File: src/rtl/mips25_adder_pkg.sv
// rtl/mips25_adder_pkg.sv - shared constants, delay-line entry type and result function for the MIPS25 prefix adder
package mips25_adder_pkg;

    localparam int DEF_WIDTH      = 8;
    localparam int DEF_TREE_DEPTH = 3;
    localparam int MAX_WIDTH      = 64;

    // p is sized for the widest adder; narrower instances zero-extend into it
    typedef struct packed {
        logic                 valid;
        logic [MAX_WIDTH-1:0] p;
        logic                 cin;
    } dl_entry_t;

    typedef struct packed {
        logic                 zero;
        logic                 ovf;
        logic                 cout;
        logic [MAX_WIDTH-1:0] sum;
    } sum_result_t;

    function automatic sum_result_t calc_result(
        input logic [MAX_WIDTH-1:0] p,
        input logic                 cin,
        input logic [MAX_WIDTH-1:0] gc,
        input int                   width
    );
        sum_result_t          r;
        logic [MAX_WIDTH-1:0] gc_msb;
        logic [MAX_WIDTH-1:0] gc_msb_m1;
        r         = '0;
        r.sum[0]  = p[0] ^ cin;
        for (int i = 1; i < MAX_WIDTH; i++) begin
            if (i < width) begin
                r.sum[i] = p[i] ^ gc[i-1];
            end
        end
        gc_msb    = gc >> (width - 1);
        gc_msb_m1 = gc >> (width - 2);
        r.cout    = gc_msb[0];
        r.ovf     = gc_msb[0] ^ gc_msb_m1[0];
        r.zero    = (r.sum == '0);
        return r;
    endfunction

endpackage

File: src/rtl/prefix_delay_line.sv
// rtl/prefix_delay_line.sv - non-stalling valid/data shift register matching p/cin to the prefix-tree depth
module prefix_delay_line
    import mips25_adder_pkg::*;
#(
    parameter int DEPTH = DEF_TREE_DEPTH
) (
    input  logic      clkpos,
    input  logic      rst_n,
    input  dl_entry_t in_entry,
    output dl_entry_t head
);

    dl_entry_t stage [DEPTH];

    always_ff @(posedge clkpos or negedge rst_n) begin
        if (!rst_n) begin
            for (int i = 0; i < DEPTH; i++) begin
                stage[i] <= '0;
            end
        end else begin
            // idle slots keep the previous data so the p bus does not toggle needlessly
            stage[0].valid <= in_entry.valid;
            if (in_entry.valid) begin
                stage[0].p   <= in_entry.p;
                stage[0].cin <= in_entry.cin;
            end
            for (int i = 1; i < DEPTH; i++) begin
                stage[i] <= stage[i-1];
            end
        end
    end

    assign head = stage[DEPTH-1];

endmodule

File: src/rtl/prefix_sum_stage.sv
// rtl/prefix_sum_stage.sv - final sum/flag stage of the MIPS25 phase-pipelined parallel-prefix adder
module prefix_sum_stage
    import mips25_adder_pkg::*;
#(
    parameter int WIDTH      = DEF_WIDTH,
    parameter int TREE_DEPTH = DEF_TREE_DEPTH
) (
    input  logic             clkpos,
    input  logic             rst_n,
    input  logic             in_valid,
    input  logic [WIDTH-1:0] p_in,
    input  logic             cin,
    input  logic             gc_valid,
    input  logic [WIDTH-1:0] gc,
    input  logic             err_clr,
    output logic             out_valid,
    output logic [WIDTH-1:0] sum,
    output logic             cout,
    output logic             ovf,
    output logic             zero,
    output logic             align_err
);

    dl_entry_t   in_entry;
    dl_entry_t   head;
    sum_result_t res;
    logic        take;
    logic        mismatch;
    logic        unused_res;

    assign in_entry = '{valid: in_valid, p: MAX_WIDTH'(p_in), cin: cin};

    prefix_delay_line #(
        .DEPTH (TREE_DEPTH)
    ) u_delay (
        .clkpos   (clkpos),
        .rst_n    (rst_n),
        .in_entry (in_entry),
        .head     (head)
    );

    always_comb begin
        res = calc_result(head.p, head.cin, MAX_WIDTH'(gc), WIDTH);
    end

    assign unused_res = ^res.sum;
    assign take       = gc_valid & head.valid;
    assign mismatch   = gc_valid ^ head.valid;

    // a misaligned head entry is dropped, never retried
    always_ff @(posedge clkpos or negedge rst_n) begin
        if (!rst_n) begin
            out_valid <= 1'b0;
            sum       <= '0;
            cout      <= 1'b0;
            ovf       <= 1'b0;
            zero      <= 1'b0;
            align_err <= 1'b0;
        end else begin
            out_valid <= take;
            if (take) begin
                sum  <= res.sum[WIDTH-1:0];
                cout <= res.cout;
                ovf  <= res.ovf;
                zero <= res.zero;
            end
            if (mismatch) begin
                align_err <= 1'b1;
            end else if (err_clr) begin
                align_err <= 1'b0;
            end
        end
    end

endmodule

File: config.mk
export PLATFORM = sky130hd
export DESIGN_NAME = prefix_sum_stage
export DESIGN_NICKNAME = d
export VERILOG_FILES = /design/src/rtl/mips25_adder_pkg.sv /design/src/rtl/prefix_delay_line.sv /design/src/rtl/prefix_sum_stage.sv
export SDC_FILE = /design/constraint.sdc
export NUM_CORES = 1
export LEC_CHECK = 0
export CORE_ASPECT_RATIO = 1.1
export CORE_UTILIZATION = 51
export DETAILED_ROUTE_END_ITERATION = 10
export HOLD_SLACK_MARGIN = 0.1
export PLACE_DENSITY = 0.82
export SYNTH_ARGS = -nofsm -noshare
export SYNTH_HDL_FRONTEND = slang
export SYNTH_SLANG_ARGS = --single-unit
File: constraint.sdc
create_clock -name clkpos -period 2.7 [get_ports clkpos]
set_input_delay 0.27 -clock clkpos [delete_from_list [all_inputs] [get_ports clkpos]]
set_output_delay 0.27 -clock clkpos [all_outputs]
set_load 0.005 [all_outputs]
==> Word-level counts from Yosys, hierarchy flattened <==
Index checks and enable logic that the tools add are counted.
{ "totals": {"romBits": 0, "latchBits": 0, "mem_bits_rw": 0, "word_cells": 30, "mem_count": 0, "register_bits": 43, "output_inout_bits": 13} }
{ "op_classes": {"n_lt_le_gt_ge": 0, "multipliers": 0, "bitwise": 11, "shifts": 0, "eq_ne": 0, "addsub": 0, "muxes": 2, "n_div": 0, "reduce_logical": 2} }
{ "op_table": {"columns": ["op", "n"], "rows": [
  ["$xor 1x1->1", 10],
  ["$logic_not 8->1", 1],
  ["$mux 1", 2],
  ["$reduce_bool 2->1", 1],
  ["$and 1x1->1", 1]
]} }

==> Longest topological paths before layout <==
{ "depth": {"depth_word": 2, "ltp_mapped": 5} }

==> Modules after synthesis <==
Synthesis repeated with hierarchy kept, for this count alone.
{ "hier_totals": {"hier_cells": 388, "area_unflattened_um2": 7006.7} }
{ "by_module_without_submodules": {"columns": ["module", "seq_area_each_um2", "instances", "cells_each", "area_per_inst_um2"], "rows": [
  ["prefix_delay_line", 4954.8, 1, 336, 6442.4],
  ["prefix_sum_stage", 325.3, 1, 52, 564.3]
]} }

==> Least setup slack after synthesis <==
No wires, ideal clock.
{ "synth_path": {"path_kind": "reg2reg", "start": "reg u_delay.stage, in the netlist u_delay.head[65]", "end": "reg cout", "slack_ns": 1.608, "setup_ns": 0.125, "arrival_ns": 0.967, "required_time_ns": 2.575, "stages_incl_launch_ff": 4, "path_cell_list": "dfrtp_1 ha_1 buf_2 mux2_2"} }
{ "synth_via": {"elab_chain_len": 1} }
{ "synth_rtl": {"columns": ["element", "line_no", "text"], "rows": [
  ["start, declared", "prefix_delay_line.sv:13", "dl_entry_t stage [DEPTH];"],
  ["start signal, assigned by index", "prefix_delay_line.sv:28", "stage[i] <= stage[i-1];"],
  ["$and 1x1->1", "prefix_sum_stage.sv:47", "assign take = gc_valid & head.valid;"],
  ["net take", "prefix_sum_stage.sv:27", "logic take;"],
  ["end signal, assigned", "prefix_sum_stage.sv:63", "cout <= res.cout;"],
  ["end, declared", "prefix_sum_stage.sv:18", "output logic cout,"]
]} }
The timed path passes the listed nets, and every way through them passes these cells.
A chain may end at the register's enable or synchronous reset.

==> Worst setup path after layout <==
{ "layout_path": {"start": "reg cout", "end": "out cout"} }
No word-level cell between the ends.

==> results.tsv <==
stage	metric	value	unit
timing	Worst Setup Slack, final	1210	ps
critical_path	kind of capture point of the worst setup path	primary output	
power_and_ir_drop	proportion of power drawn by combinational gates	0.146	
place	minimum setup slack after placement	1050	ps
timing	worst slew margin relative to its limit	0.413	
synthesis	mean cell area of the mapped netlist	15.8	um2
synthesis	sequential cell area fraction in the yosys report	0.747	
routing	number of vias after detailed routing	800	
synthesis	Post-Synth Adder-Cell Area	0.00869	
clock_network	number of buffers inserted by hold repair at cts	1	
final_layout	Cell Count, Final, Fillers Out	163	
run	MaxCap Viol Count	0	
timing	fin crit period	1490	ps
routing	number of routed nets with antenna violations	0	
clock_network	cell at the root of the clock tree	sky130_fd_sc_hd__clkbuf_4	
die	Starting Density	0.556	
critical_path	number of cells traversed by the worst register-to-register path	4	
power_and_ir_drop	Leak	0.000814	uW
worst_hold_path	startpoint of the worst hold path	u_delay.stage[67]	
global_routing	first-pass GRT wire length	3530	um
synthesis	XOR/XNOR Fraction of Synth Area	0.0704	
routing	first-iteration detailed-routing DRC count	12	
timing	final clock skew	4.31	ps
synthesis	number of instances in the synthesized netlist	91	
synthesis	mux contribution to synthesized area	0.0782	
clock_network	CTS Sinks	43	
synthesis	simple-gate share of the synthesized area	0.0348	
clock_network	Clock Tree Buf Depth	2	
timing	maximum clock rate	673	MHz
die	Chip Width	52.7	um
global_routing	largest net degree at the start of global routing	44	
die	y dimension of the die	57.7	um
timing	max-slew violation total from the final report	0	
routing	Initial DRT Pass Iterations	4	
critical_path	critical setup path kind	register to primary output	
global_routing	vias in the first global route	823	
synthesis	Synth Area in Compound Gates	0.0452	
critical_path	count of cell instances traversed by the critical path	1	
clock_network	level count of the clock H-tree	2	
power_and_ir_drop	Cell Int Power	986	uW
critical_path	kind of cell with the highest combined delay on the critical path	buffers and inverters	
die	core outline area	2590	um2
place	routability congestion estimate	0.752	
critical_path	launching point of the worst reg2reg path	u_delay.head[65]	
timing	actual transition at the worst max-transition pin	880	ps
timing	number of failing hold endpoints at the final stage	0	
synthesis	largest area contributor in the synthesized netlist	sky130_fd_sc_hd__dfrtp_1	
critical_path	setup slack of the worst register-to-register path	1470	ps
synthesis	Syn Nets	114	
global_routing	initial antenna violation count	0	
place	number of placed instances, taps included	154	
routing	final routed DRC violation total	0	
critical_path	combined buffer and inverter count along the critical path	1	
clock_network	worst-skew pair later-pin latency	330	ps
place	HPWL after DPL	1510	um
clock_network	CTS Buf Count	5	
outcome	status	finished clean	
worst_hold_path	Worst Hold Depth	0	
timing	setup repair after global routing missed its margin	no	
synthesis	main combinational cell family by area after synthesis	multiplexers	
timing	part of the cycle the worst path needs	0.550	
critical_path	WP data required	2430	ps
critical_path	cell type of the slowest stage on the worst timing path	sky130_fd_sc_hd__clkdlybuf4s50_1	
clock_network	Post-CTS Setup Inserts	0	
global_routing	remaining global-route overflow	0	
synthesis	leading cell types by total area after synthesis	sky130_fd_sc_hd__dfrtp_1 75%, sky130_fd_sc_hd__mux2_2 7.8%, sky130_fd_sc_hd__xnor2_1 3.6%, sky130_fd_sc_hd__xnor2_2 3.4%, sky130_fd_sc_hd__a21oi_1 3.1%	
routing	Avg Vias per Cell	4.91	
worst_hold_path	worst min path class	register to register	
critical_path	worst path cell trace	clkdlybuf4s50_1	
final_layout	most frequent standard cell in the layout excluding fill and tap cells	sky130_fd_sc_hd__dfrtp_1	
final_layout	fillers	177	
power_and_ir_drop	Power per Cell Area	673	nW/um2
clock_network	clock transition at the registers of the reported paths	110	ps
routing	Routed wire per std cell	12.6	um
die	overall die area	3040	um2
critical_path	biggest cell delay along the critical path	500	ps
worst_hold_path	terminating pin of the worst hold path	u_delay.head[1]	
power_and_ir_drop	proportion of total power due to net switching	0.223	
timing	number of setup violations in the final report	0	
final_layout	Layout Nets	154	
power_and_ir_drop	sequential cell fraction of total power	0.589	
global_routing	GRT Resource Usage Total	0.168	
die	number of primary I/O pins	35	
final_layout	area growth from synthesis to layout	30.9	%
timing	summed negative setup slack over all endpoints	0	ps
critical_path	arrival time of the worst setup path	1220	ps
synthesis	flip-flop and latch count after synthesis	43	
final_layout	layout cells sized above 1	0.174	
critical_path	worst flop-to-flop path endpoint	sum[1]	
critical_path	highest net fanout along the worst path	2	
power_and_ir_drop	Total Power Consumption	1270	uW
routing	sum of routed wire length over all layers	2060	um
die	standard-cell rows	19	
synthesis	mapped cell area	1440	um2
critical_path	kind of launch point of the worst setup path	register	
power_and_ir_drop	net switching power	282	uW
final_layout	Antenna Cells	0	
synthesis	portion of synthesized cell area occupied by the leading cell type	0.747	
place	quantity of I/O buffers inserted on ports	34	
clock_network	post-CTS sizing	0	
synthesis	number of distinct library cell variants in the gate-level netlist after synthesis	13	
final_layout	most frequent cells in the layout	43 x sky130_fd_sc_hd__dfrtp_1, 33 x sky130_fd_sc_hd__clkdlybuf4s50_1, 10 x sky130_fd_sc_hd__mux2_2	
synthesis	warnings from Yosys	0	
clock_network	clock tree from TritonCTS	yes	
power_and_ir_drop	share of total power in the clock network	0.266	
power_and_ir_drop	VDD IR max	0.000540	V
## Yosys cell counts
cell / count
sky130_fd_sc_hd__dfrtp_1: 43
sky130_fd_sc_hd__nor2_1: 9
sky130_fd_sc_hd__nand2_1: 1
sky130_fd_sc_hd__ha_1: 1
sky130_fd_sc_hd__a21oi_1: 9
sky130_fd_sc_hd__buf_2: 3
sky130_fd_sc_hd__mux2_2: 10
sky130_fd_sc_hd__o31ai_2: 1
sky130_fd_sc_hd__xnor2_2: 3
sky130_fd_sc_hd__nand4_1: 2
sky130_fd_sc_hd__a21o_1: 1
sky130_fd_sc_hd__xnor2_1: 6
sky130_fd_sc_hd__inv_1: 2
## area by class of cell
cell class | count | area [um2] | area share
Multi-Input combinational cell | 43 | 342 | 0.181
Tap cell | 31 | 38.8 | 0.0206
Inverter | 2 | 7.51 | 0.00398
Clock buffer | 8 | 68.8 | 0.0365
Sequential cell | 43 | 1080 | 0.571
Timing Repair Buffer | 36 | 353 | 0.187
## flip-flops by register name (all words and copies together) (netlist names)
name and count:
u_delay.head 10, sum 8, zero 1, align_err 1
out_valid 1, ovf 1, cout 1, u_delay.stage 20
## power groups by stage
stage	clock, uW	combinational, uW	sequential, uW
final	337	185	747
after global routing	379	206	756
after CTS	349	189	748
after detailed placement	0	187	762
after global placement	0	180	757
after floorplan	0	70.5	758
## metal layers
metal / global-route usage / part of all wire / wire [um]
met5: 0 / 0 / 0
met3: 0.0761 / 0.088 / 182
met4: 0.0677 / 0.013 / 26
met2: 0.277 / 0.49 / 1010
met1: 0.189 / 0.41 / 839
## kinds of logic after synthesis
group / count (synthesis)
simple gates: 12
buf+inv: 5
xor+xnor: 9
mux: 10
flops: 43
compound gates: 11
fa+ha+maj: 1
## through the flow
step	util	hold WS (ps)	instance area, um2
after CTS	0.728	358	1890
after global routing	0.728	377	1890
after detailed placement	0.697	335	1810
after global placement	0.697	331	1810
after floorplan	-	-25.6	1440
final	0.728	354	1890
## how the worst max path moves through the flow
stage,start,to,slack [ps]
floorplan,u_delay.head[65],cout,1610
finish,cout,cout,1210
global placement,gc_valid,cout,1120
global route,cout,cout,1140
detailed placement,gc_valid,sum[1],1050
CTS,cout,cout,1190
No activity file was read; power rests on OpenSTA's default activity.
